$ cat config.mk
export PLATFORM = sky130hd
export DESIGN_NAME = bin2bcd4_seq
export DESIGN_NICKNAME = d
export VERILOG_FILES = /design/src/rtl/bin2bcd4_seq.sv
export SDC_FILE = /design/constraint.sdc
export NUM_CORES = 1
export LEC_CHECK = 0
export ABC_AREA = 1
export CORE_ASPECT_RATIO = 0.75
export CORE_MARGIN = 2
export CORE_UTILIZATION = 47
export CTS_CLUSTER_SIZE = 30
export DETAILED_ROUTE_END_ITERATION = 8
export PLACE_DENSITY = 0.71
export SLEW_MARGIN = 20
export SYNTH_ARGS = -nofsm -noshare
export SYNTH_HDL_FRONTEND = slang
export SYNTH_SLANG_ARGS = --single-unit
$ cat constraint.sdc
create_clock -name clk -period 2.78 [get_ports clk]
set_input_delay 0.417 -clock clk [delete_from_list [all_inputs] [get_ports clk]]
set_output_delay 0.417 -clock clk [all_outputs]
set_load 0.03 [all_outputs]
$ cat src/rtl/bin2bcd4_seq.sv
// Sequential binary-to-BCD converter (shift-add-3) producing four display digits A..D.
// Optional leading-zero blanking is enabled by defining LEAD_ZERO_BLANK_EN.
module bin2bcd4_seq #(
    parameter int IN_WIDTH = 14
) (
    input  logic                clk,
    input  logic                reset,
    input  logic                start,
    input  logic [IN_WIDTH-1:0] bin,
    output logic                busy,
    output logic                done,
    output logic                overflow,
    output logic [3:0]          A,
    output logic [3:0]          B,
    output logic [3:0]          C,
    output logic [3:0]          D,
    output logic [3:0]          blank
);

    localparam int CW = $clog2(IN_WIDTH);

    typedef enum logic [1:0] {IDLE, SHIFT, FINISH} state_t;

    state_t              state_reg, state_next;
    logic [IN_WIDTH-1:0] shift_reg;
    logic [15:0]         scratch_reg;
    logic [15:0]         scratch_adj;
    logic [CW-1:0]       cnt_reg;
    logic                ovf_reg;
    logic                ovf_in;
    logic [15:0]         digits_next;
    logic [3:0]          blank_next;
    logic [3:0]          blank_rst;

    genvar gi;
    generate
        for (gi = 0; gi < 4; gi++) begin : g_add3
            assign scratch_adj[gi*4 +: 4] = (scratch_reg[gi*4 +: 4] >= 4'd5)
                                          ? scratch_reg[gi*4 +: 4] + 4'd3
                                          : scratch_reg[gi*4 +: 4];
        end

        // Narrower inputs can never exceed 9999, so the flag is tied off.
        if (IN_WIDTH >= 14) begin : g_ovf
            assign ovf_in = (bin > IN_WIDTH'(9999));
        end else begin : g_no_ovf
            assign ovf_in = 1'b0;
        end
    endgenerate

    assign digits_next = ovf_reg ? 16'h9999 : scratch_reg;

`ifdef LEAD_ZERO_BLANK_EN
    logic a_zero, b_zero, c_zero;
    assign a_zero     = (digits_next[15:12] == 4'd0);
    assign b_zero     = (digits_next[11:8]  == 4'd0);
    assign c_zero     = (digits_next[7:4]   == 4'd0);
    // Units digit always lit so a zero value still shows a single "0".
    assign blank_next = {a_zero, a_zero & b_zero, a_zero & b_zero & c_zero, 1'b0};
    assign blank_rst  = 4'b1110;
`else
    assign blank_next = 4'b0000;
    assign blank_rst  = 4'b0000;
`endif

    assign busy = (state_reg != IDLE);

    always_comb begin
        state_next = state_reg;
        case (state_reg)
            IDLE:    if (start) state_next = SHIFT;
            SHIFT:   if (cnt_reg == CW'(IN_WIDTH - 1)) state_next = FINISH;
            FINISH:  state_next = IDLE;
            default: state_next = IDLE;
        endcase
    end

    always_ff @(posedge clk) begin
        if (reset) begin
            state_reg   <= IDLE;
            shift_reg   <= '0;
            scratch_reg <= '0;
            cnt_reg     <= '0;
            ovf_reg     <= 1'b0;
            done        <= 1'b0;
            overflow    <= 1'b0;
            A           <= 4'd0;
            B           <= 4'd0;
            C           <= 4'd0;
            D           <= 4'd0;
            blank       <= blank_rst;
        end else begin
            state_reg <= state_next;
            done      <= (state_reg == FINISH);
            case (state_reg)
                IDLE: begin
                    if (start) begin
                        shift_reg   <= bin;
                        scratch_reg <= '0;
                        cnt_reg     <= '0;
                        ovf_reg     <= ovf_in;
                    end
                end
                SHIFT: begin
                    // Bits leaving the top of the scratch register are discarded.
                    {scratch_reg, shift_reg} <= {scratch_adj, shift_reg} << 1;
                    cnt_reg                  <= cnt_reg + CW'(1);
                end
                FINISH: begin
                    A        <= digits_next[15:12];
                    B        <= digits_next[11:8];
                    C        <= digits_next[7:4];
                    D        <= digits_next[3:0];
                    overflow <= ovf_reg;
                    blank    <= blank_next;
                end
                default: ;
            endcase
        end
    end

endmodule

# After elaboration in Yosys (flattened, before gate mapping)
# Cells that the tools add are included.
[word_totals]
regBits = 55
word_cells = 46
out_inout_bits = 23
input_bits = 17
[classes]
magnitude_cmp = 5
muxes = 14
n_eq_ne = 5
reduce_logical = 6
add_sub_neg = 5
[ops]
columns = ["op", "count"]
rows = [
  ["$mux W16", 2],
  ["$pmux W16 S2", 1],
  ["$pmux W14 S2", 1],
  ["$ge A4 B3 Y1 const B", 4],
  ["$mux W4", 4],
  ["$gt A14 B14 Y1 const B", 1],
  ["$mux W14", 1],
  ["$add A4 B2 Y4 const B", 3],
  ["$pmux W4 S2", 1],
  ["$reduce_and A2 Y1", 3],
  ["$add A4 B1 Y4 const B", 1],
  ["$eq A4 B4 Y1 const B", 1],
  ["$mux W2", 2],
  ["$ne A2 B2 Y1 const B", 2],
  ["$pmux W2 S2", 1],
  ["$reduce_bool A2 Y1", 2],
  ["$add A3 B2 Y3 const B", 1],
  ["$mux W3", 1],
  ["$eq A2 B1 Y1 const B", 1],
  ["$eq A2 B2 Y1 const B", 1],
  ["$logic_not A2 Y1", 1],
]

# Logic depth before layout (Yosys ltp)
# Gate-level depths: netlist of the first run.
[logic_depth]
word_depth = 3
ltp_mapped = 9
mapped_depth_nobuf = 9

# Worst setup path before layout of the first run
# No wires, ideal clock.
[synth_timing]
kind = "register to register"
start = "reg scratch_reg[0]"
end = "reg scratch_reg[4]"
setup_slack_ps = 1598
stages_incl_launch_ff = 10
path_buffers = 0
required_time_ps = 2715
setup_time_ps = 65
synth_period_minus_slack_ps = 1182
arrival_time_ps = 1117
path_cell_list = "dfxtp_1 > inv_1 > ha_1 > inv_1 > nand2_1 > nand3_1 > nand2_1 > nor2_1 > nor2_1 > nor2_1"
[synth_via]
elab_chain_len = 3
word_cells_on_any_way = 4
classes_between = "add/sub: 1; order compare: 1; mux: 2"
[synth_rtl]
columns = ["element", "line", "rtl"]
rows = [
  ["start, declared", "26", "logic [15:0] scratch_reg;"],
  ["start signal, assigned", "106", "{scratch_reg, shift_reg} <= {scratch_adj, shift_reg} << 1;"],
  ["$add A4 B2 Y4 / $ge A4 B3 Y1 (equally long branches)", "39, 38", ""],
  ["$mux W4 (*)", "39", "? scratch_reg[gi*4 +: 4] + 4'd3"],
  ["$pmux W16 S2 (*)", "95", "case (state_reg)"],
]
# Every way passes the cells marked *; elsewhere a longest branch is shown, timed or not.
# A chain may end at the register's enable or synchronous reset.

# Worst setup path after layout of the first run
[layout_timing]
start = "reg state_reg[0]"
end = "out busy"
[layout_via]
elab_chain_len = 1
[layout_rtl]
columns = ["element", "line", "rtl"]
rows = [
  ["start, declared", "24", "state_t state_reg, state_next;"],
  ["start signal, assigned", "93", "state_reg <= state_next;"],
  ["$reduce_bool A2 Y1", "66", "assign busy = (state_reg != IDLE);"],
  ["end, declared", "10", "output logic busy,"],
]
# Every way passes these cells.

==> results of run 1 <==
==> Yosys cell counts (all sizes together) <==
cell type,count
conb,1
nor3,1
dfxtp,55
clkbuf,6
nand4,9
o211ai,16
ha,10
a21oi,48
inv,41
o21ai,15
buf,13
nor2,26
nand3,19
nand2,90
a22oi,1
==> cell families after synthesis <==
group	Yosys count	synth area share (%)
DFF	55	42.82
AOI/OAI and AO/OA	80	17.37
other	1	0.1458
adders and majority gates	10	4.866
buffers and inverters	60	10.36
and+or+nand+nor	145	24.43
==> worst reg2reg max path, cell delays in order, from the launching register on <==
cell	delay, ns
dfxtp_1	0.43
inv_1	0.15
nor2_4	0.63
nand2_1	0.16
o21ai_0	0.19
a21oi_1	0.05
==> layer usage <==
metal	vias to the layer above	track usage (%)	wire length (um)
met2	36	31.57	2342
met5	-	0	0
met4	0	7.090	78
met1	1010	25.04	2703
li1	1205	-	-
met3	7	3.739	194
==> cell type report <==
cell class | count | area [um^2] | share of cell area (%)
sequential | 55 | 1101 | 36.33
multi-input combinational | 239 | 1219 | 40.21
inverter | 41 | 156.4 | 5.161
tap | 75 | 93.84 | 3.097
timing repair buffer | 37 | 365.4 | 12.06
clock buffer | 5 | 68.82 | 2.271
clock inverter | 3 | 26.28 | 0.8671
==> power breakdown <==
part           internal [W]  total (W)  switching (W)
combinational     0.0000517   0.000139      0.0000871
sequential         0.000811   0.000822      0.0000113
clock              0.000186   0.000471       0.000285
==> stage by stage <==
step           util, %  hold slack, ns  worst slack, ns
2_1_floorplan        -          0.4244            1.598
5_1_grt          56.92          0.4703           0.6558
4_1_cts          56.92          0.4520           0.7095
3_3_place_gp     55.14          0.4341           0.9685
6_report         56.92          0.4519           0.7160
3_5_place_dp     55.14          0.4360           0.9663
==> final timing paths <==
| kind | startpoint | end | cells past startpoint |
|---|---|---|---|
| setup / recovery | state_reg[0] | busy | 3 |
| hold reg to reg | shift_reg[12] | shift_reg[12] | 2 |
| setup reg to reg | state_reg[0] | cnt_reg[2] | 5 |
| hold / removal | shift_reg[12] | shift_reg[12] | 2 |
==> summary.md, run 1 <==
| Metric | Value |
|---|---|
| RSZ-0062 raised after global routing | `false` |
| Type of the worst setup path | `reg -> out` |
| Worst-path clk slew | `0.11 ns` |
| Layout area overhead | `17.86%` |
| Fill cells | `520` |
| Worst-path cell chain | `inv_1, nand2_1, clkdlybuf4s50_1` |
| Min Clock Period, post-route | `2.064 ns` |
| Worst EP required | `2.36 ns` |
| Buf/Inv on CP | `2` |
| Ys Warns | `0` |
| Leading cell type in the layout, fill and taps excluded | `nand2_1` |
| Worst-path fanout max | `4` |
| Post-DRT Antenna Nets | `0` |
| Vert. Die Dim | `68.06 um` |
| CP Capture Type | `output port` |
| CTS tree | `done` |
| Synth Cell Area | `2571 um^2` |
| Avg Synthesized Cell Area | `7.325 um^2` |
| GPL Wtd Cong | `0.8672` |
| Final hold viol count | `0` |
| CP arrival | `1.65 ns` |
| Avg WL per Cell | `11.69 um` |
| Root Driver | `clkbuf_8` |
| R2R setup slack | `1.08 ns` |
| First-pass GRT wire length | `9.039 mm` |
| # hold bufs at CTS | `0` |
| Commonest non-fill, non-tap cells in the layout | `nand2_1 (90), dfxtp_1 (55), a21oi_1 (47)` |
| Top-area cell type share of the netlist area | `42.82%` |
| Fmax | `484.5 MHz` |
| Fin nets | `406` |
| Yosys cell types | `24` |
| CTS buffer count | `5` |
| CTS resizes | `0` |
| Layout Skew | `0.007048 ns` |
| Grt ovf | `0` |
| Initial DRC Count | `108` |
| Final Setup Violations | `0` |
| Slew @ Worst Pin | `0.7970 ns` |
| Worst path slowest cell | `clkdlybuf4s50_1` |
| DRC | `0` |
| Post-route cell area | `3030 um^2` |
| Skew-Pair Late Insertion Delay | `0.32 ns` |
| Core Rows | `23` |
| Clock Tree Buf Depth | `2` |
| Max-cap violations | `0` |
| TritonRoute pass-1 iters | `4` |
| Setup crit start kind | `flop` |
| Critical path's top delay family | `buffers and inverters` |
| # H-tree levels | `2` |
| Initial antenna violation count | `0` |
| Cell taking the most area after synthesis | `dfxtp_1` |
| Post-CTS Setup Bufs | `0` |
| Pwr Density | `472.4 nW/um^2` |
| Vias | `2258` |
| Placed cell areas | `2935 um^2` |
| Diode count | `0` |
| Status | `finished, final reports clean` |
| Largest stage delay on the critical path | `0.66 ns` |
| Largest net degree at the start of global routing | `36` |
| Hpwl dp | `3.570 mm` |
| Max reg flops | `16` |
| Synth top area cells | `dfxtp_1 (43%), nand2_1 (13%), a21oi_1 (9.1%)` |
| IO Port Bufs | `35` |
| Final WL | `5.318 mm` |
| Placed cells | `447` |
| Syn Inst Count | `351` |
| Die width | `89.41 um` |
| Slew Limit Fails | `0` |
| Die Area | `6084 um^2` |
| Relative slew slack | `46.74%` |
| Final setup TNS | `0 ns` |
| Initial Util | `48.30%` |
| # IOs | `40` |
| Tcrit/Tclk final | `74.25%` |
| Share of cells above drive strength 1 | `4.737%` |
| Total power | `0.001432 W` |
| Sink Count | `55` |
| Yosys reg bits | `55` |
| Seq/Total Area, Yosys | `42.82%` |
| Number of global-route vias before repair | `2015` |
| Min-Delay Path Class | `reg -> reg` |
| VDD IR max | `0.2081 mV` |
| Leakage power | `1.187 nW` |
| DR vias/cell | `4.963` |
| All-Layer GR Usage | `19.16%` |
| Non-Filler Instances | `455` |
| CORE AREA | `5324 um^2` |
(Power assumes the default switching activity.)
==> run 2: changes to the inputs <==
==> constraint.sdc (replaced) <==
create_clock -name clk -period 1.95 [get_ports clk]
set_input_delay 0.2925 -clock clk [delete_from_list [all_inputs] [get_ports clk]]
set_output_delay 0.2925 -clock clk [all_outputs]
set_load 0.03 [all_outputs]
==> run 2 against run 1 <==
Against the previous run:
- via count up 0.80%
- utilization rose by 1.2 points
- count of clock-buffer cells in the layout up 1
- register-to-register slack worse by 0.58 ns
- clock skew decreased by 0.0030 ns
- total power rose by 51%
- clock power grew 64%
- routed wire length up 1.6%
- highest routed layer unchanged
==> summary.md, run 2 (same netlist as run 1, synthesis figures left out) <==
| Metric | Value |
|---|---|
| Largest stage delay on the critical path | `0.70 ns` |
| Worst-path fanout max | `2` |
| Largest net degree at the start of global routing | `33` |
| Placed cells | `449` |
| Final hold viol count | `0` |
| VDD IR max | `0.3954 mV` |
| RSZ-0062 raised after global routing | `false` |
| Final WL | `5.405 mm` |
| Worst EP required | `1.66 ns` |
| Commonest non-fill, non-tap cells in the layout | `nand2_1 (90), dfxtp_1 (55), a21oi_1 (47)` |
| Critical path depth | `1` |
| Vert. Die Dim | `68.06 um` |
| Pwr Density | `696.2 nW/um^2` |
| Die width | `89.41 um` |
| Initial Util | `48.30%` |
| Post-CTS Setup Bufs | `0` |
| Status | `finished, final reports clean` |
| CORE AREA | `5324 um^2` |
| Sink Count | `55` |
| Fill cells | `512` |
| First-pass GRT wire length | `9.011 mm` |
| Buf/Inv on CP | `1` |
| Setup crit start kind | `flop` |
| Diode count | `0` |
| Clock Tree Buf Depth | `2` |
| Type of the worst setup path | `reg -> out` |
| Share of cells above drive strength 1 | `5.236%` |
| Worst-path clk slew | `0.09 ns` |
| Worst-path cell chain | `clkdlybuf4s50_1` |
| DR vias/cell | `4.980` |
| Leading cell type in the layout, fill and taps excluded | `nand2_1` |
| Fmax | `604.4 MHz` |
| Min-Delay Path Class | `reg -> reg` |
| Hpwl dp | `3.742 mm` |
| Fin nets | `408` |
| Max reg flops | `16` |
| CP arrival | `1.36 ns` |
| Non-Filler Instances | `457` |
| CP Capture Type | `output port` |
| Worst R2R Path Depth | `7` |
| Min Clock Period, post-route | `1.654 ns` |
| Hold Crit Depth | `2` |
| Leakage power | `1.230 nW` |
| Die Area | `6084 um^2` |
| Worst path slowest cell | `clkdlybuf4s50_1` |
| Skew-Pair Late Insertion Delay | `0.31 ns` |
| Number of global-route vias before repair | `1949` |
| Footprint of the multi-input gates | `1219 um^2` |
| Initial DRC Count | `97` |
| Total power | `0.002155 W` |
| CTS buffer count | `5` |
| Post-DRT Antenna Nets | `0` |
| Core Rows | `23` |
| DRC | `0` |
| Layout Skew | `0.004032 ns` |
| All-Layer GR Usage | `19.18%` |
| Final Setup Violations | `0` |
| GPL Wtd Cong | `0.8720` |
| Root Driver | `clkbuf_8` |
| Tcrit/Tclk final | `84.85%` |
| Max-cap violations | `0` |
| Layout area overhead | `20.39%` |
| # hold bufs at CTS | `0` |
| IO Port Bufs | `35` |
| Avg WL per Cell | `11.83 um` |
| CTS tree | `done` |
| Critical path's top delay family | `buffers and inverters` |
| Vias | `2276` |
| Final setup TNS | `0 ns` |
| Initial antenna violation count | `0` |
| Grt ovf | `0` |
| TritonRoute pass-1 iters | `4` |
| Register area | `1101 um^2` |
| # H-tree levels | `2` |
| # IOs | `40` |
| Slew Limit Fails | `0` |
==> run 2: cell types whose count changed in the layout (fill, tap and decap cells not counted), sizes merged <==
cell,before,now
clkdlybuf4s50,35,34
bufinv,0,1
clkbuf,5,6
buf,2,4
dlymetal6s2s,0,1
inv,43,41
==> run 2: power breakdown <==
part | internal [W] | total [W] | leakage [nW] | switching, W
combinational | 0.0000849 | 0.000211 | 0.722 | 0.000126
sequential | 0.00116 | 0.00117 | 0.447 | 0.0000170
clock | 0.000416 | 0.000771 | 0.0612 | 0.000356
==> run 2: what timing repair did <==
item | 4_1_cts | 5_1_grt
setup endpoints to repair | 0 | 1
endpoints found under the hold margin | 0 | 0
gates resized for setup | 0 | 1
==> run 2: layer usage <==
metal	part of all wire, %	track usage [%]
met1	50	25.98
met5	0	0
met4	1.7	7.276
met2	44	30.46
met3	4.3	3.619
==> run 2: final cells by class <==
cell class              instances  share of cell area, %
clock inverters                 2                  1.132
inverters                      41                  5.053
flip-flops and latches         55                  35.57
well taps                      75                  3.032
multi-input cells             239                  39.37
clock buffers                   6                  2.668
repair buffers                 39                  13.18
==> run 2: path summary, 6_finish.rpt <==
kind                      start        endpoint  slack (ns)
setup / recovery       overflow        overflow        0.30
hold / removal    shift_reg[12]   shift_reg[12]        0.45
setup reg to reg   state_reg[0]  scratch_reg[4]        0.50
hold reg to reg   shift_reg[12]   shift_reg[12]        0.45
==> run 2: metrics by stage <==
step | hold WS, ns | area [um^2] | setup WS (ns) | util (%)
finish | 0.4531 | 3095 | 0.2955 | 58.14
global route | 0.4768 | 3095 | 0.2573 | 58.14
CTS | 0.4538 | 3093 | 0.02311 | 58.10
detailed placement | 0.4390 | 2975 | 0.3369 | 55.89
global placement | 0.4377 | 2975 | 0.3397 | 55.89
floorplan | 0.4244 | 2582 | 0.7677 | -
